$ cat src/rtl/control_sequencer.sv
// Instruction-cycle controller for the 16-bit accumulator datapath.
// Sequences fetch/decode/indirect/execute with run/halt control and an execute watchdog.
module control_sequencer #(
   parameter int FETCH_LAT = 2,
   parameter int IND_LAT   = 2,
   parameter int TIMEOUT   = 15,
   parameter int CNT_W     = 16
) (
   input  logic             clk,
   input  logic             i_clr_reg,
   input  logic             i_start,
   input  logic [15:0]      i_ir,
   input  logic             i_ex_done,
   output logic             o_fetch,
   output logic             o_execute,
   output logic             o_is_ind,
   output logic             o_is_dir,
   output logic             o_add,
   output logic             o_load,
   output logic             o_store,
   output logic             o_branch,
   output logic             o_isz,
   output logic             o_clr_ac,
   output logic             o_clr_e,
   output logic             o_comp_ac,
   output logic             o_load_ac,
   output logic             o_cir_r,
   output logic             o_cir_l,
   output logic             o_inc_ac,
   output logic             o_halted,
   output logic             o_timeout,
   output logic             o_illegal,
   output logic [2:0]       o_state,
   output logic [CNT_W-1:0] o_instr_cnt
);

   localparam int WAIT_MAX = (FETCH_LAT > IND_LAT) ? FETCH_LAT : IND_LAT;
   localparam int WAIT_W   = $clog2(WAIT_MAX + 2);
   localparam int WD_W     = (TIMEOUT < 2) ? 1 : $clog2(TIMEOUT + 1);

   typedef enum logic [2:0] {
      IDLE   = 3'd0,
      FETCH  = 3'd1,
      FWAIT  = 3'd2,
      DECODE = 3'd3,
      INDIR  = 3'd4,
      EXEC   = 3'd5,
      HALT   = 3'd6,
      FAULT  = 3'd7
   } state_t;

   // Strobe vector order, MSB first:
   // add, load, store, branch, isz, clr_ac, clr_e, comp_ac, load_ac, cir_r, cir_l, inc_ac
   function automatic logic [11:0] strobe_decode(input logic [15:0] ir);
      logic [11:0] s;
      s = '0;
      case (ir[14:12])
         3'b001:  s[11] = 1'b1;
         3'b010:  s[10] = 1'b1;
         3'b011:  s[9]  = 1'b1;
         3'b100:  s[8]  = 1'b1;
         3'b110:  s[7]  = 1'b1;
         3'b101:  s[3]  = 1'b1;
         3'b111: begin
            if (!ir[15] && ir != 16'h7001) begin
               if (ir[11])      s[6] = 1'b1;
               else if (ir[10]) s[5] = 1'b1;
               else if (ir[9])  s[4] = 1'b1;
               else if (ir[7])  s[2] = 1'b1;
               else if (ir[6])  s[1] = 1'b1;
               else if (ir[5])  s[0] = 1'b1;
            end
         end
         default: s = '0;
      endcase
      return s;
   endfunction

   function automatic logic is_mem(input logic [15:0] ir);
      return (ir[14:12] == 3'b001) || (ir[14:12] == 3'b010) || (ir[14:12] == 3'b011) ||
             (ir[14:12] == 3'b100) || (ir[14:12] == 3'b110);
   endfunction

   state_t            state_reg, state_next;
   logic [15:0]       ir_reg, ir_next;
   logic [WAIT_W-1:0] wait_reg, wait_next;
   logic [WD_W-1:0]   wd_reg, wd_next;
   logic [CNT_W-1:0]  cnt_reg, cnt_next;
   logic              illegal_next;

   logic [11:0]       stb_reg, stb_next;
   logic              fetch_reg, fetch_next;
   logic              execute_reg, execute_next;
   logic              is_ind_reg, is_ind_next;
   logic              is_dir_reg, is_dir_next;
   logic              halted_reg, halted_next;
   logic              timeout_reg, timeout_next;
   logic              illegal_reg;

   logic [11:0]       dec_stb;

   assign dec_stb = strobe_decode(i_ir);

   always_comb begin
      state_next   = state_reg;
      ir_next      = ir_reg;
      wait_next    = wait_reg;
      wd_next      = wd_reg;
      cnt_next     = cnt_reg;
      illegal_next = 1'b0;
      case (state_reg)
         IDLE, HALT: begin
            if (i_start) state_next = FETCH;
         end
         FETCH: begin
            if (FETCH_LAT == 0) begin
               state_next = DECODE;
            end else begin
               state_next = FWAIT;
               wait_next  = WAIT_W'(FETCH_LAT);
            end
         end
         FWAIT: begin
            // The counter is loaded with FETCH_LAT, so FWAIT lasts FETCH_LAT cycles.
            if (wait_reg <= WAIT_W'(1)) state_next = DECODE;
            else                        wait_next  = wait_reg - WAIT_W'(1);
         end
         DECODE: begin
            ir_next = i_ir;
            if (i_ir == 16'h7001) begin
               state_next = HALT;
               cnt_next   = cnt_reg + CNT_W'(1);
            end else if (is_mem(i_ir) && i_ir[15]) begin
               state_next = INDIR;
               wait_next  = WAIT_W'(IND_LAT);
            end else if (dec_stb != '0) begin
               state_next = EXEC;
               wd_next    = '0;
            end else begin
               // NOP or unsupported opcode: retire without executing.
               state_next   = FETCH;
               cnt_next     = cnt_reg + CNT_W'(1);
               illegal_next = !(i_ir[14:12] == 3'b111 && !i_ir[15]);
            end
         end
         INDIR: begin
            if (wait_reg == '0) begin
               state_next = EXEC;
               wd_next    = '0;
            end else begin
               wait_next = wait_reg - WAIT_W'(1);
            end
         end
         EXEC: begin
            if (i_ex_done) begin
               state_next = FETCH;
               cnt_next   = cnt_reg + CNT_W'(1);
            end else if (wd_reg == WD_W'(TIMEOUT - 1)) begin
               state_next = FAULT;
            end else begin
               wd_next = wd_reg + WD_W'(1);
            end
         end
         FAULT: state_next = FAULT;
         default: state_next = IDLE;
      endcase
   end

   // Outputs are registered from the next state and next ir, so they line up with o_state.
   always_comb begin
      fetch_next   = (state_next == FETCH);
      execute_next = (state_next == EXEC);
      stb_next     = execute_next ? strobe_decode(ir_next) : '0;
      is_dir_next  = execute_next && is_mem(ir_next);
      is_ind_next  = (state_next == INDIR) && (state_reg != INDIR);
      halted_next  = (state_next == HALT);
      timeout_next = (state_next == FAULT);
   end

   always_ff @(posedge clk) begin
      if (i_clr_reg) begin
         state_reg   <= IDLE;
         ir_reg      <= '0;
         wait_reg    <= '0;
         wd_reg      <= '0;
         cnt_reg     <= '0;
         stb_reg     <= '0;
         fetch_reg   <= 1'b0;
         execute_reg <= 1'b0;
         is_ind_reg  <= 1'b0;
         is_dir_reg  <= 1'b0;
         halted_reg  <= 1'b0;
         timeout_reg <= 1'b0;
         illegal_reg <= 1'b0;
      end else begin
         state_reg   <= state_next;
         ir_reg      <= ir_next;
         wait_reg    <= wait_next;
         wd_reg      <= wd_next;
         cnt_reg     <= cnt_next;
         stb_reg     <= stb_next;
         fetch_reg   <= fetch_next;
         execute_reg <= execute_next;
         is_ind_reg  <= is_ind_next;
         is_dir_reg  <= is_dir_next;
         halted_reg  <= halted_next;
         timeout_reg <= timeout_next;
         illegal_reg <= illegal_next;
      end
   end

   assign o_fetch     = fetch_reg;
   assign o_execute   = execute_reg;
   assign o_is_ind    = is_ind_reg;
   assign o_is_dir    = is_dir_reg;
   assign o_add       = stb_reg[11];
   assign o_load      = stb_reg[10];
   assign o_store     = stb_reg[9];
   assign o_branch    = stb_reg[8];
   assign o_isz       = stb_reg[7];
   assign o_clr_ac    = stb_reg[6];
   assign o_clr_e     = stb_reg[5];
   assign o_comp_ac   = stb_reg[4];
   assign o_load_ac   = stb_reg[3];
   assign o_cir_r     = stb_reg[2];
   assign o_cir_l     = stb_reg[1];
   assign o_inc_ac    = stb_reg[0];
   assign o_halted    = halted_reg;
   assign o_timeout   = timeout_reg;
   assign o_illegal   = illegal_reg;
   assign o_state     = state_reg;
   assign o_instr_cnt = cnt_reg;

endmodule

$ cat config.mk
export PLATFORM = sky130hd
export DESIGN_NAME = control_sequencer
export DESIGN_NICKNAME = d
export VERILOG_FILES = /design/src/rtl/control_sequencer.sv
export SDC_FILE = /design/constraint.sdc
export NUM_CORES = 1
export LEC_CHECK = 0
export BUFFER_PORTS_ARGS = -buffer_cell sky130_fd_sc_hd__buf_2
export CAP_MARGIN = 15
export CORE_UTILIZATION = 30
export CTS_CLUSTER_SIZE = 8
export DETAILED_ROUTE_END_ITERATION = 7
export SLEW_MARGIN = 20
export SYNTH_ARGS = -nofsm -noshare
export SYNTH_HDL_FRONTEND = slang
export SYNTH_SLANG_ARGS = --single-unit
$ cat constraint.sdc
create_clock -name clk -period 1.8 [get_ports clk]
set_input_delay 0.09 -clock clk [delete_from_list [all_inputs] [get_ports clk]]
set_output_delay 0.09 -clock clk [all_outputs]
set_load 0.01 [all_outputs]
======== Word level (Yosys, flattened, before mapping) ========
Cells that the tools add are included.
storage, ports and cells
  flip-flop bits (word level) ............. 60
  output and inout port bits .............. 38
operators by class
  add/sub/neg operators ................... 3
  magnitude comparators ................... 1
  equality and inequality tests ........... 43
  multiplexer cells ....................... 62
  bitwise operators ....................... 4
  reduce and logical (&&, ||, !) cells .... 35
operator list
  kind                                                                       count
  16-bit 2-to-1 mux                                                          5
  3-bit equality test, second input constant                                 16
  3-bit 2-to-1 mux                                                           15
  16-bit by 15-bit inequality test with 1-bit output, second input constant  2
  16-bit one-hot mux with 2 select lines                                     1
  1-bit 2-to-1 mux                                                           26
  4-bit 2-to-1 mux                                                           6
  3-bit one-hot mux with 7 select lines                                      1
  2-bit inequality test, second input constant                               10
  3-bit by 2-bit equality test with 1-bit output, second input constant      6
  16-bit by 1-bit adder with 16-bit output, second input constant            1
  16-bit by 15-bit equality test with 1-bit output, second input constant    1
  3-bit by 1-bit equality test with 1-bit output, second input constant      4
  2-bit 2-to-1 mux                                                           6
  4-bit one-hot mux with 3 select lines                                      1
  12-bit nonzero test                                                        1
  5-bit OR reduction                                                         2
  3-bit inequality test, second input constant                               3
  9-bit OR reduction                                                         1
  1-bit logical OR                                                           8
  2-bit one-hot mux with 4 select lines                                      1
  8-bit OR reduction                                                         1
  7-bit AND reduction                                                        1
  7-bit OR reduction                                                         1
  17 further kinds                                                           28

======== Longest topological paths before layout ========
Gate-level depths: netlist of run 1.
  word-level depth ........................ 16
  gate-level depth with buffers ........... 8
  mapped depth without buffers ............ 7

======== Worst setup path before layout of run 1 ========
No wires, ideal clock.
  kind .................................... register to register
  start ................................... register state_reg[2] (netlist: o_state[2])
  end ..................................... register stb_reg[0]
  library setup time ...................... 0.103 ns
  arrival time ............................ 1.939 ns
  data required time ...................... 1.697 ns
  path slack .............................. -0.243 ns
  cell stages (with the launch flop) ...... 9
  path buffers ............................ 3
  cell sequence ........................... dfxtp_1 -> buf_4 -> and3b_1 -> buf_2 -> buf_2 -> a311oi_1 -> o221ai_1 -> or3_1 -> a2111oi_2
between the ends
  cells in the longest elaborated chain, start to end .. 6
  elaborated cells between the ends (all ways) .. 26
RTL lines
  element                                                          line     text
  start: declaration                                               84       state_t state_reg, state_next;
  start signal: assignment                                         196      state_reg <= state_next;
  3-bit equality test (tied with other cells)                      111      case (state_reg)
  2-bit OR reduction (tied with other cells)                       111
  3-bit one-hot mux with 7 select lines (tied with other cells)    111
  3-bit equality test / 1-bit logical AND (equally long branches)  172, 65
  1-bit inverter (no line)                                         n/a
  9-bit OR reduction (no line)                                     n/a
  end signal: assignment                                           201      stb_reg <= stb_next;
  end: declaration                                                 91       logic [11:0] stb_reg, stb_next;
Parallel ways exist; a longest one is shown, timed or not.
A chain may end at the register's enable or synchronous reset.

======== Final worst setup path of run 1 ========
  start ................................... register state_reg[0] (netlist: o_state[0])
  end ..................................... register cnt_reg[5] (netlist: o_instr_cnt[5])
between the ends
  cells in the longest elaborated chain, start to end .. 3
  elaborated cells between the ends (all ways) .. 8
RTL lines
  element                                                                                       line  text
  3-bit by 2-bit equality test with 1-bit output / 3-bit equality test (equally long branches)  111
  3-bit inequality test (no line) (tied with other cells)                                       n/a
  4-bit AND reduction (no line)                                                                 n/a
  end signal: assignment                                                                        200   cnt_reg <= cnt_next;
  end: declaration                                                                              88    logic [CNT_W-1:0] cnt_reg, cnt_next;
Parallel ways exist; a longest one is shown, timed or not.

==> impl_metrics.yaml, run 1 <==
outcome:
  status: "finished, violations left"
  violations: "negative setup slack"
global_routing:
  grt_max_degree: 22
  grt_pass1_vias: 3067
  antenna_found_initial: 0
  grt_pass1_wl_um: 14190
  grt_usage: 0.1793
  gr-total-overflow: 0
placed_design:
  globalplace.congestion: 0.8034
  place_area_um2: 3830
  portBuffers: 57
  place_inst: 582
  dp_slack_ns: -0.1506
  hpwlAfterDp_um: 5963
pwr:
  p_clk_frac: 0.342
  power_frac_comb: 0.226
  p_leak_nw: 1.770
  power_mw: 3.257
  power_frac_seq: 0.432
  switching_share: 0.2910
  p_switching_uw: 947.9
  ir_worst_vdd_mv: 0.3295
  p_per_area_nw_per_um2: 726.9
  cell_internal_pwr_mw: 2.309
final_layout:
  fin_util: 0.4803
  drive_gt1_frac: 0.4383
  area_delta_synth_final_pct: 53.82
  diodes: 0
  fin_nets: 506
  fin_cells: 615
  postLayoutCellArea_um2: 4481
sta:
  hold_ws_ns: 0.02348
  setup_violations: 1
  tns_ns: -0.01892
  finClkSkew_ns: 0.007411
  rsz0062_at_grt: "yes"
  period_share: 1.011
  clock.fmax_ghz: 0.5498
  worst_slew_pin_slew_ns: 0.7637
  setup_ws_ns: -0.01892
  relSlewSlack: 0.4903
  fin_crit_ns: 1.819
  report.final.slew_viol_count: 0
  hold_violations: 0
yosys:
  synth_edf_count: 0
  synth_nets: 372
  synthTopCellsByArea: "dfxtp_1, a21oi_1, nand2_1, nor2_1, nand3_1"
  ys_seq_area_frac: 0.4124
  ys_types: 59
  synth.most_common_cell: "dfxtp_1"
  syn_inst: 347
  synth_ff_type: "dfxtp_1"
  synthArstFlopShare: 0
  synth_common_cells: "dfxtp_1, nand2_1, a21oi_1"
  synth.largest_area_cell: "dfxtp_1"
  synth-seq-cells: 60
  ys_warn_count: 0
  syn_avg_cell_area_um2: 8.394
  synth_area_um2: 2913
  synth_top_area_share: 0.4124
route:
  avgViaCountPerCell: 5.102
  wirelength_um: 8519
  drc: 0
  ant_nets: 0
  wl_per_cell_um: 13.85
  drt-initial-drc-count: 116
  vias: 3138
  drt_first_pass_iters: 4
clocking:
  clkTransAtPathRegs_ns: 0.07
  clk-insertion-delay-late_ns: 0.35
  clockBufferDepth: 2
  cts_root_buf: "clkbuf_8"
  htreeDepth: 3
  cts_buffers: 9
  cts_tree: "yes"
  cts.sinks: 60
setup_path:
  required_ns: 2.08
  crit_fanout: 7
  cp-end-kind: "flop"
  critPathArrivalTime_ns: 2.10
  path_class: "reg2reg"
  start_kind: "flop"
floorplan:
  initial_utilization: 0.3123
  dieArea_um2: 10110
  fp.dieH_um: 100.5
  dieWidth_um: 100.5
  num_rows: 35
  core-area_um2: 9328
  io_pins: 58
worst_hold_path:
  hp-class: "in2reg"
job:
  max_cap_violations: 0
## cell usage in the layout (no fill, tap or decap), types with 3 or more instances in the layout
| cell | instances |
|---|---|
| or3_1 | 5 |
| nand2_1 | 38 |
| a21oi_1 | 28 |
| nand3_1 | 16 |
| o31ai_2 | 5 |
| a21oi_2 | 8 |
| nor4_1 | 6 |
| nand4_1 | 3 |
| ha_1 | 4 |
| nor3_1 | 11 |
| nor4_2 | 3 |
| o21ai_0 | 9 |
| nor2_1 | 27 |
| o211ai_1 | 3 |
| buf_6 | 3 |
| dfxtp_2 | 6 |
| or3_4 | 3 |
| mux2i_1 | 5 |
| nand2b_1 | 5 |
| clkbuf_8 | 11 |
| buf_2 | 57 |
| buf_4 | 72 |
| o31ai_1 | 3 |
| dfxtp_1 | 54 |
| inv_1 | 9 |
| or4_4 | 4 |
| clkinvlp_4 | 3 |
| nand3b_1 | 4 |
| dlygate4sd3_1 | 7 |
| or4_1 | 4 |
## timing repair
| item | CTS | global route |
|---|---|---|
| hold endpoints to repair | 7 | 0 |
| endpoints found under the setup margin | 20 | 28 |
| buffers inserted | 6 | 2 |
| pin swaps | 17 | 12 |
| gates cloned | 2 | 0 |
| hold buffers | 7 | 0 |
| resized for setup | 24 | 41 |
## routing by layer
metal / global-route usage / vias up / routed length (µm)
met4: 0.05574 / 0 / 102
li1: - / 1552 / -
met5: 0 / - / 0
met2: 0.2945 / 85 / 4003
met3: 0.05132 / 13 / 428
met1: 0.2272 / 1488 / 3985
## critical path, stage by stage, from the launching register on
cell and delay (ns):
dfxtp_2 0.34, buf_6 0.10, nand3b_1 0.13, a31oi_4 0.22, a32oi_4 0.18, buf_12 0.18
or4_4 0.48, a21oi_2 0.13
## power groups by stage
stage	logic [mW]	clock network, mW	registers [mW]
after CTS	0.696	1.16	1.41
final	0.735	1.11	1.41
after global placement	0.621	0	1.43
after global routing	0.804	1.22	1.41
after floorplan	0.344	0	1.44
after detailed placement	0.630	0	1.43
## cell families (layout without fill, tap and decap cells)
logic type                 Yosys count  in the layout  synth area share
buffers and inverters               30            169           0.04553
DFF                                 60             60            0.4124
adders and majority gates            5              5           0.02148
xor gates and xnor gates             2              2          0.006015
AOI/OAI and AO/OA                   87             87            0.2045
muxes                                8              8           0.02792
and+or+nand+nor                    155            155            0.2822
## path summary, 6_finish.rpt
kind         startpoint        endpoint  slack (ns)  depth (start not counted)
max          o_state[0]  o_instr_cnt[5]       -0.02                          7
min            i_ir[15]      ir_reg[15]        0.02                          3
max reg2reg  o_state[0]  o_instr_cnt[5]       -0.02                          7
min reg2reg   ir_reg[0]       ir_reg[0]        0.46                          2
## layout make-up
class                           instances  area (µm²)
Multi-Input combinational cell        257        1863
Timing Repair Buffer                  143        1022
Inverter                               10       37.54
Clock inverter                          5       36.28
Sequential cell                        60        1209
Fill cell                             900        4847
Tap cell                              129       161.4
Clock buffer                           11       151.4
No activity file was read; power rests on OpenSTA's default activity.
==> inputs of run 2 (changes only) <==
CELL_PAD_IN_SITES_DETAIL_PLACEMENT = 2   (was default)
CELL_PAD_IN_SITES_GLOBAL_PLACEMENT = 2   (was default)
PLACE_DENSITY_LB_ADDON = 0.1   (was default)
clock period = 2.15 ns   (was 1.8 ns; I/O delays follow)
==> impl_metrics.yaml, run 2 (synthesized netlist as in run 1, its figures left out) <==
setup_path:
  required_ns: 2.37
  path_class: "in2reg"
  critPathArrivalTime_ns: 2.25
  crit_fanout: 3
  cpPeakStageDelay_ns: 0.53
  cp-end-kind: "flop"
  crit_buf_inv: 2
  path_cells: "dlygate4sd3_1 > buf_2 > nor4b_1 > nand3_1 > or2_2 > a22o_1 > a2111oi_1"
  crit_family: "simple AND/OR/NAND/NOR gates"
  crit_slowest_cell: "dlygate4sd3_1"
  start_kind: "input port"
final_layout:
  diodes: 0
  final_cell_mix: "dfxtp_1, buf_2, nand2_1, a21oi_1, nor2_1"
  fin_util: 0.3945
  area_delta_synth_final_pct: 26.33
  fin_nets: 443
  mostFrequentLayoutCell: "dfxtp_1"
  fin_cells: 552
  drive_gt1_frac: 0.2530
  postLayoutCellArea_um2: 3680
job:
  max_cap_violations: 0
outcome:
  status: "completed"
placed_design:
  place_area_um2: 3432
  place_inst: 532
  portBuffers: 57
  hpwlAfterDp_um: 6701
  globalplace.congestion: 0.7744
floorplan:
  dieArea_um2: 10110
  fp.dieH_um: 100.5
  num_rows: 35
  io_pins: 58
  core-area_um2: 9328
  initial_utilization: 0.3123
  dieWidth_um: 100.5
sta:
  finClkSkew_ns: 0.01087
  clock.fmax_ghz: 0.4925
  relSlewSlack: 0.6206
  report.final.slew_viol_count: 0
  setup_violations: 0
  fin_crit_ns: 2.031
  hold_violations: 0
  rsz0062_at_grt: "no"
  period_share: 0.9445
  tns_ns: 0
  worst_slew_pin_slew_ns: 0.5684
global_routing:
  grt_pass1_wl_um: 15510
  antenna_found_initial: 0
  gr-total-overflow: 0
  grt_max_degree: 57
  grt_pass1_vias: 3107
  grt_usage: 0.1973
pwr:
  ir_worst_vdd_mv: 0.2639
  cell_internal_pwr_mw: 1.861
  power_frac_comb: 0.169
  power_frac_seq: 0.446
  p_per_area_nw_per_um2: 718.0
  switching_share: 0.2957
  p_leak_nw: 1.391
  power_mw: 2.642
  p_switching_uw: 781.4
  p_clk_frac: 0.384
route:
  drt_first_pass_iters: 4
  avgViaCountPerCell: 5.259
  vias: 2903
  drc: 0
  drt-initial-drc-count: 109
  wl_per_cell_um: 16.76
  ant_nets: 0
  wirelength_um: 9250
clocking:
  clockBufferDepth: 2
  htreeDepth: 3
  clkTransAtPathRegs_ns: 0.08
  cts_root_buf: "clkbuf_8"
  clk-insertion-delay-late_ns: 0.35
  cts_buffers: 9
  cts_tree: "yes"
  cts.sinks: 60
worst_hold_path:
  hp-class: "in2reg"
-- run 2: cell types whose count changed in the layout (fill, tap and decap cells not counted), moves of 6 or more --
cell and delta:
dfxtp_1 +6, dfxtp_2 -6, a21oi_2 -8, o31ai_1 +6
buf_4 -55, a21oi_1 +8
-- run 2: power by group through the flow --
stage                     sequential (mW)  combinational [mW]  clock (mW)
after floorplan                      1.20               0.269           0
final                                1.18               0.448        1.02
after detailed placement             1.21               0.437           0
after CTS                            1.18               0.448        1.05
after global placement               1.20               0.429           0
after global routing                 1.18               0.500        1.10
-- run 2: worst register-to-register path: cells and delay by family (launching register included) --
kind / cells / cell delay (ns)
buf+inv: 1 / 0.09
flops: 1 / 0.37
simple gates: 1 / 0.34
fa+ha+maj: 1 / 0.21
compound gates: 3 / 0.79
mux: 1 / 0.10
-- run 2: what timing repair did --
item | in CTS | in global routing
hold endpoints to repair | 4 | 0
gates cloned | 0 | 0
gates resized for setup | 1 | 4
endpoints found under the setup margin | 1 | 4
setup buffers | 0 | 0
hold buffers | 4 | 0
-- run 2: final cells by class --
type                       instances  area [µm²]
multi-input combinational        257        1594
timing repair buffer              80       493.0
clock buffer                      10       127.6
fill                            1055        5648
inverter                          10       37.54
clock inverter                     6       65.06
tap                              129       161.4
sequential                        60        1201
-- run 2: through the flow --
stage	hold WS [ns]	setup WS, ns
after CTS	0.003649	0.05175
after global placement	0.3651	0.08535
final	0.02112	0.1194
after floorplan	0.2435	0.1075
after global routing	0.02109	0.01115
after detailed placement	0.3677	-0.02722
-- run 2: metal layers --
metal  global-route usage  up-vias  part of all wire
li1                     -     1421                 -
met4              0.05686        0            0.0096
met5                    0        -                 0
met3              0.04161        8             0.024
met2               0.3572       35              0.50
met1               0.2339     1439              0.46
-- run 2: path summary, 6_finish.rpt --
kind / from / endpoint / slack, ns / cells after the start
worst max-delay path: i_ir[4] / o_is_ind / 0.12 / 7
worst min-delay path: i_ir[3] / ir_reg[3] / 0.02 / 3
worst max register to register: wd_reg[0] / stb_reg[4] / 0.17 / 7
worst min register to register: ir_reg[2] / ir_reg[2] / 0.46 / 2
